===== config.mk =====
export PLATFORM = sky130hd
export DESIGN_NAME = serv_wb_arbiter_reg
export DESIGN_NICKNAME = d
export VERILOG_FILES = /design/src/rtl/serv_wb_pkg.sv /design/src/rtl/serv_wb_watchdog.sv /design/src/rtl/serv_wb_arbiter_reg.sv
export SDC_FILE = /design/constraint.sdc
export NUM_CORES = 1
export LEC_CHECK = 0
export ABC_AREA = 1
export ABC_CLOCK_PERIOD_IN_PS = 2700
export CAP_MARGIN = 40
export CORE_ASPECT_RATIO = 1.75
export CORE_MARGIN = 8
export CORE_UTILIZATION = 38
export DETAILED_ROUTE_END_ITERATION = 12
export GPL_TIMING_DRIVEN = 0
export PLACE_DENSITY_LB_ADDON = 0.25
export SLEW_MARGIN = 20
export SYNTH_ARGS = -nofsm -noshare
export SYNTH_HDL_FRONTEND = slang
export SYNTH_SLANG_ARGS = --single-unit

===== constraint.sdc =====
create_clock -name clk -period 2.7 [get_ports clk]
set_clock_uncertainty 0.1 [all_clocks]
set_input_delay 0.54 -clock clk [delete_from_list [all_inputs] [get_ports clk]]
set_output_delay 0.54 -clock clk [all_outputs]
set_load 0.02 [all_outputs]

===== src/rtl/serv_wb_pkg.sv =====
// Shared definitions for the SERV Wishbone arbiter: FSM state encoding and the
// default read data returned on a failed access.
package serv_wb_pkg;

  typedef enum logic [1:0] {
    StIdle = 2'd0,
    StIbus = 2'd1,
    StDbus = 2'd2,
    StResp = 2'd3
  } wb_state_e;

  localparam logic [31:0] ErrRdtDefault = 32'h0000_0000;

endpackage


===== src/rtl/serv_wb_watchdog.sv =====
// Bus watchdog: counts cycles while an access is outstanding and flags expiry
// once the counter reaches all-ones.
module serv_wb_watchdog #(
  parameter int unsigned TIMEOUT_W = 8
) (
  input  logic clk,
  input  logic i_rst_n,
  input  logic i_clr,
  input  logic i_en,
  output logic o_expired
);

  logic [TIMEOUT_W-1:0] cnt_q;

  always_ff @(posedge clk) begin
    if (!i_rst_n || i_clr) begin
      cnt_q <= '0;
    end else if (i_en) begin
      cnt_q <= cnt_q + TIMEOUT_W'(1);
    end
  end

  assign o_expired = &cnt_q;

endmodule


===== src/rtl/serv_wb_arbiter_reg.sv =====
// Registered Wishbone arbiter merging the SERV instruction and data buses onto
// one classic-cycle master port, with a watchdog that turns missing slaves into errors.
module serv_wb_arbiter_reg
  import serv_wb_pkg::*;
#(
  parameter int unsigned TIMEOUT_W = 8,
  parameter logic [31:0] ERR_RDT   = ErrRdtDefault
) (
  input  logic        clk,
  input  logic        i_rst_n,
  input  logic [31:0] i_ibus_adr,
  input  logic        i_ibus_cyc,
  output logic [31:0] o_ibus_rdt,
  output logic        o_ibus_ack,
  input  logic [31:0] i_dbus_adr,
  input  logic [31:0] i_dbus_dat,
  input  logic [3:0]  i_dbus_sel,
  input  logic        i_dbus_we,
  input  logic        i_dbus_cyc,
  output logic [31:0] o_dbus_rdt,
  output logic        o_dbus_ack,
  output logic [31:0] o_wb_adr,
  output logic [31:0] o_wb_dat,
  output logic [3:0]  o_wb_sel,
  output logic        o_wb_we,
  output logic        o_wb_cyc,
  output logic        o_wb_stb,
  input  logic [31:0] i_wb_rdt,
  input  logic        i_wb_ack,
  input  logic        i_wb_err,
  output logic        o_bus_err,
  output logic [31:0] o_err_adr,
  output logic [7:0]  o_err_cnt
);

  wb_state_e   state_q, state_d;
  logic        gnt_dbus_q;
  logic        fail_q;
  logic [31:0] ibus_rdt_q, dbus_rdt_q;
  logic [31:0] wb_adr_q, wb_dat_q;
  logic [3:0]  wb_sel_q;
  logic        wb_we_q;
  logic [31:0] err_adr_q;
  logic [7:0]  err_cnt_q;
  logic        busy, expired, done, fail;

  assign busy = (state_q == StIbus) || (state_q == StDbus);

  serv_wb_watchdog #(
    .TIMEOUT_W(TIMEOUT_W)
  ) u_watchdog (
    .clk      (clk),
    .i_rst_n  (i_rst_n),
    .i_clr    (state_q == StIdle),
    .i_en     (busy),
    .o_expired(expired)
  );

  always_comb begin
    state_d = state_q;
    done    = 1'b0;
    fail    = 1'b0;
    unique case (state_q)
      StIdle: begin
        if (i_dbus_cyc) begin
          state_d = StDbus;
        end else if (i_ibus_cyc) begin
          state_d = StIbus;
        end
      end
      StIbus, StDbus: begin
        if (i_wb_ack || i_wb_err || expired) begin
          done    = 1'b1;
          // Error beats ack; a real ack beats a coincident watchdog expiry.
          fail    = i_wb_err || (expired && !i_wb_ack);
          state_d = StResp;
        end
      end
      // Requests are deliberately not sampled here: the master's cyc is still high.
      StResp:  state_d = StIdle;
      default: state_d = StIdle;
    endcase
  end

  always_ff @(posedge clk) begin
    if (!i_rst_n) begin
      state_q    <= StIdle;
      gnt_dbus_q <= 1'b0;
      fail_q     <= 1'b0;
      ibus_rdt_q <= '0;
      dbus_rdt_q <= '0;
      wb_adr_q   <= '0;
      wb_dat_q   <= '0;
      wb_sel_q   <= '0;
      wb_we_q    <= 1'b0;
      err_adr_q  <= '0;
      err_cnt_q  <= '0;
    end else begin
      state_q <= state_d;
      if (state_q == StIdle && state_d == StDbus) begin
        gnt_dbus_q <= 1'b1;
        wb_adr_q   <= i_dbus_adr;
        wb_dat_q   <= i_dbus_dat;
        wb_sel_q   <= i_dbus_sel;
        wb_we_q    <= i_dbus_we;
      end else if (state_q == StIdle && state_d == StIbus) begin
        gnt_dbus_q <= 1'b0;
        wb_adr_q   <= i_ibus_adr;
        wb_dat_q   <= '0;
        wb_sel_q   <= 4'hF;
        wb_we_q    <= 1'b0;
      end
      if (done) begin
        fail_q <= fail;
        if (gnt_dbus_q) begin
          dbus_rdt_q <= fail ? ERR_RDT : i_wb_rdt;
        end else begin
          ibus_rdt_q <= fail ? ERR_RDT : i_wb_rdt;
        end
        if (fail) begin
          err_adr_q <= wb_adr_q;
          if (err_cnt_q != 8'hFF) begin
            err_cnt_q <= err_cnt_q + 8'd1;
          end
        end
      end
    end
  end

  assign o_wb_cyc   = busy;
  assign o_wb_stb   = busy;
  assign o_wb_adr   = wb_adr_q;
  assign o_wb_dat   = wb_dat_q;
  assign o_wb_sel   = wb_sel_q;
  assign o_wb_we    = wb_we_q;
  assign o_ibus_ack = (state_q == StResp) && !gnt_dbus_q;
  assign o_dbus_ack = (state_q == StResp) && gnt_dbus_q;
  assign o_ibus_rdt = ibus_rdt_q;
  assign o_dbus_rdt = dbus_rdt_q;
  assign o_bus_err  = (state_q == StResp) && fail_q;
  assign o_err_adr  = err_adr_q;
  assign o_err_cnt  = err_cnt_q;

endmodule


==> flow_summary.json <==
{
  "clkTransAtPathRegs_ns": 0.07,
  "via_per_inst": 5.09,
  "layout_setup_ws_ns": 0.153,
  "fmax_mhz": 393,
  "worstPathMaxFanout": 3,
  "place_ws_ns": 0.109,
  "p_clk_share_pct": 28.8,
  "io_pins": 317,
  "synth_xor_area_share_pct": 0.563,
  "power_w": 0.00871,
  "postCtsHoldBufs": 0,
  "drv_cap": 0,
  "place_congestion": 0.852,
  "port_buffers": 315,
  "synth_compound_area_share_pct": 16.7,
  "cts_resized": 0,
  "synth_seq_cells": 185,
  "fin_crit_sh_pct": 94.3,
  "num_vias": 8058,
  "synth_warnings": 0,
  "fin_setup_tns_ns": 0,
  "path_class": "reg2out",
  "seq_area_frac_synth_pct": 47.6,
  "combPwrFrac_pct": 33.2,
  "yosys.area_share.simple_pct": 25.4,
  "postCtsSetupRepairBufs": 0,
  "muxShareOfSynthArea_pct": 0,
  "area_delta_synth_final_pct": 52.1,
  "yosysTopAreaCell": "dfxtp_1",
  "cts.sinks": 185,
  "wl_per_cell_um": 18.3,
  "antenna_found_initial": 0,
  "synth_area_leaders": "dfxtp_1, o21ai_0, a21oi_1",
  "dr.pass1.iters": 5,
  "grt_max_degree": 17,
  "p_seq_share_pct": 37.9,
  "final_nets": 1466,
  "endpoint_kind": "output pin",
  "slew_viol_final": 0,
  "ir_drop_mv": 0.555,
  "cts_buffers": 17,
  "cts-root-buf": "clkbuf_16",
  "dpl_cell_area_um2": 11200,
  "worstPathRequired_ns": 2.06,
  "timing.final.crit_period_ns": 2.55,
  "finalHoldViolCount": 0,
  "async_flop_share_pct": 0,
  "synth.top_cell.area_share_pct": 47.6,
  "wl_um": 29000,
  "grt_usage_pct": 22.3,
  "initial_utilization_pct": 38.5,
  "syn-num-nets": 1132,
  "synth.most_common_cell": "dfxtp_1",
  "grt_setup_unrepaired": "no",
  "synth_edf_count": 0,
  "antennaDiodeCount": 0,
  "leakagePower_nw": 4.74,
  "die_h_um": 205,
  "tritoncts": "done",
  "clock_path_buffers": 2,
  "initialDrtViolationCount": 438,
  "maxSlewHeadroom_pct": 62.5,
  "rr_worst_depth": 12,
  "postRouteAntennaNets": 0,
  "hp-class": "reg2reg",
  "intPower_w": 0.00575,
  "synth_ff_type": "dfxtp_1",
  "fin_area_um2": 11800,
  "core_area_um2": 20200,
  "layout-drive-gt1-share_pct": 8.01,
  "die_w_um": 124,
  "grt_pass1_vias": 8097,
  "swShare_pct": 33.9,
  "setup_violations": 0,
  "avgSynthCellArea_um2": 7.87,
  "grt.overflow.total": 0,
  "grt_pass1_wl_um": 43800,
  "netlist_top_cells_count": "dfxtp_1, nand2_1, nor2_1, o21ai_0, a21oi_1",
  "synth_top_family_by_area": "simple AND/OR/NAND/NOR gates",
  "clock_latency_ns": 0.43,
  "worst_slew_pin_slew_ns": 0.563,
  "die_area_um2": 25500,
  "cts_max_level": 4,
  "row_count": 69,
  "status": "complete, no violations",
  "min_path_cells": 2,
  "drc": 0,
  "p_per_area_nw_per_um2": 736,
  "hpwlAfterDp_um": 23300,
  "start_kind": "register",
  "net-switching-power_w": 0.00295,
  "yosys.area_share.adder_pct": 0.643,
  "synthCells": 989,
  "synth_cell_type_count": 32,
  "synthesis.area_um2": 7780,
  "arrival_ns": 1.91
}
-- state kept, by name, summed over array words and instances (netlist names), 4 cells and up --
register	cells
o_wb_sel	4
o_wb_adr	32
u_watchdog.cnt_q	8
o_err_adr	32
o_err_cnt	8
o_wb_dat	32
o_ibus_rdt	32
o_dbus_rdt	32
-- routing by layer --
| metal | part of all wire, % | track usage, % | vias up |
|---|---|---|---|
| li1 | - | - | 4020 |
| met1 | 35 | 21.2 | 3678 |
| met2 | 53 | 42.3 | 307 |
| met3 | 8.6 | 6.43 | 53 |
| met4 | 3.6 | 10.2 | 0 |
| met5 | 0 | 0 | - |
-- metrics by stage --
step,utilization (%),hold WS [ns],instances
finish,58.6,0.367,1584
global route,58.6,0.383,1584
CTS,58.6,0.366,1584
detailed placement,55.7,0.355,1552
global placement,55.7,0.348,1552
floorplan,-,0.339,989
-- path summary, 6_finish.rpt --
kind / startpoint / endpoint / slack (ns)
hold / removal: u_watchdog.cnt_q[7]$_SDFFE_PP0P_ / u_watchdog.cnt_q[7]$_SDFFE_PP0P_ / 0.37
hold reg to reg: u_watchdog.cnt_q[7]$_SDFFE_PP0P_ / u_watchdog.cnt_q[7]$_SDFFE_PP0P_ / 0.37
setup / recovery: state_q[1]$_SDFF_PN0_ / o_wb_stb / 0.15
setup reg to reg: state_q[1]$_SDFF_PN0_ / o_wb_adr[31]$_SDFFE_PN0P_ / 0.44
-- placed cells by master, fill, tap and decap left out, types with 2 or more instances in the layout --
cell type          n
buf_1              9
inv_6              2
clkbuf_1          27
clkinvlp_4         4
buf_6             12
nand3_1           33
nand2_4            2
clkbuf_16         17
clkinv_2           3
buf_4             10
nor2_8             2
ha_1               4
clkdlybuf4s50_1  315
a21oi_1          114
o21ai_1           22
buf_2             25
o21ai_0          117
nand3b_1          32
nand4_1           67
xor2_1             3
inv_1             54
nand2_2            4
nand3_2           13
xnor2_1            2
nor3_1             3
clkinv_4           3
clkbuf_2           2
dfxtp_1          185
nor2_1           117
bufinv_16          2
nand2_1          122
-- kinds of logic after synthesis --
| kind of cell | after synthesis |
|---|---|
| and+or+nand+nor | 397 |
| buffers and inverters | 142 |
| DFF | 185 |
| xor gates and xnor gates | 5 |
| AOI/OAI and AO/OA | 256 |
| adders and majority gates | 4 |
-- critical path, cell delays in order, from the launching register on --
cell             delay [ns]
dfxtp_1                0.37
inv_1                  0.07
ha_1                   0.33
buf_4                  0.12
clkdlybuf4s50_1        0.59
-- power by group through the flow --
stage / clock network (W) / logic, W / registers (W)
detailed placement: 0 / 0.00291 / 0.00336
CTS: 0.00257 / 0.00292 / 0.00330
floorplan: 0 / 0.00117 / 0.00375
global route: 0.00268 / 0.00314 / 0.00335
finish: 0.00251 / 0.00289 / 0.00330
global placement: 0 / 0.00289 / 0.00335
-- final cells by class --
cell class	count	area, µm²
fill	1923	8370
sequential	185	3700
multi-input combinational	662	3370
timing repair buffer	315	3150
buffer	86	500
clock buffer	18	439
tap	248	310
inverter	56	210
clock inverter	14	149
No activity file was read; power rests on OpenSTA's default activity.
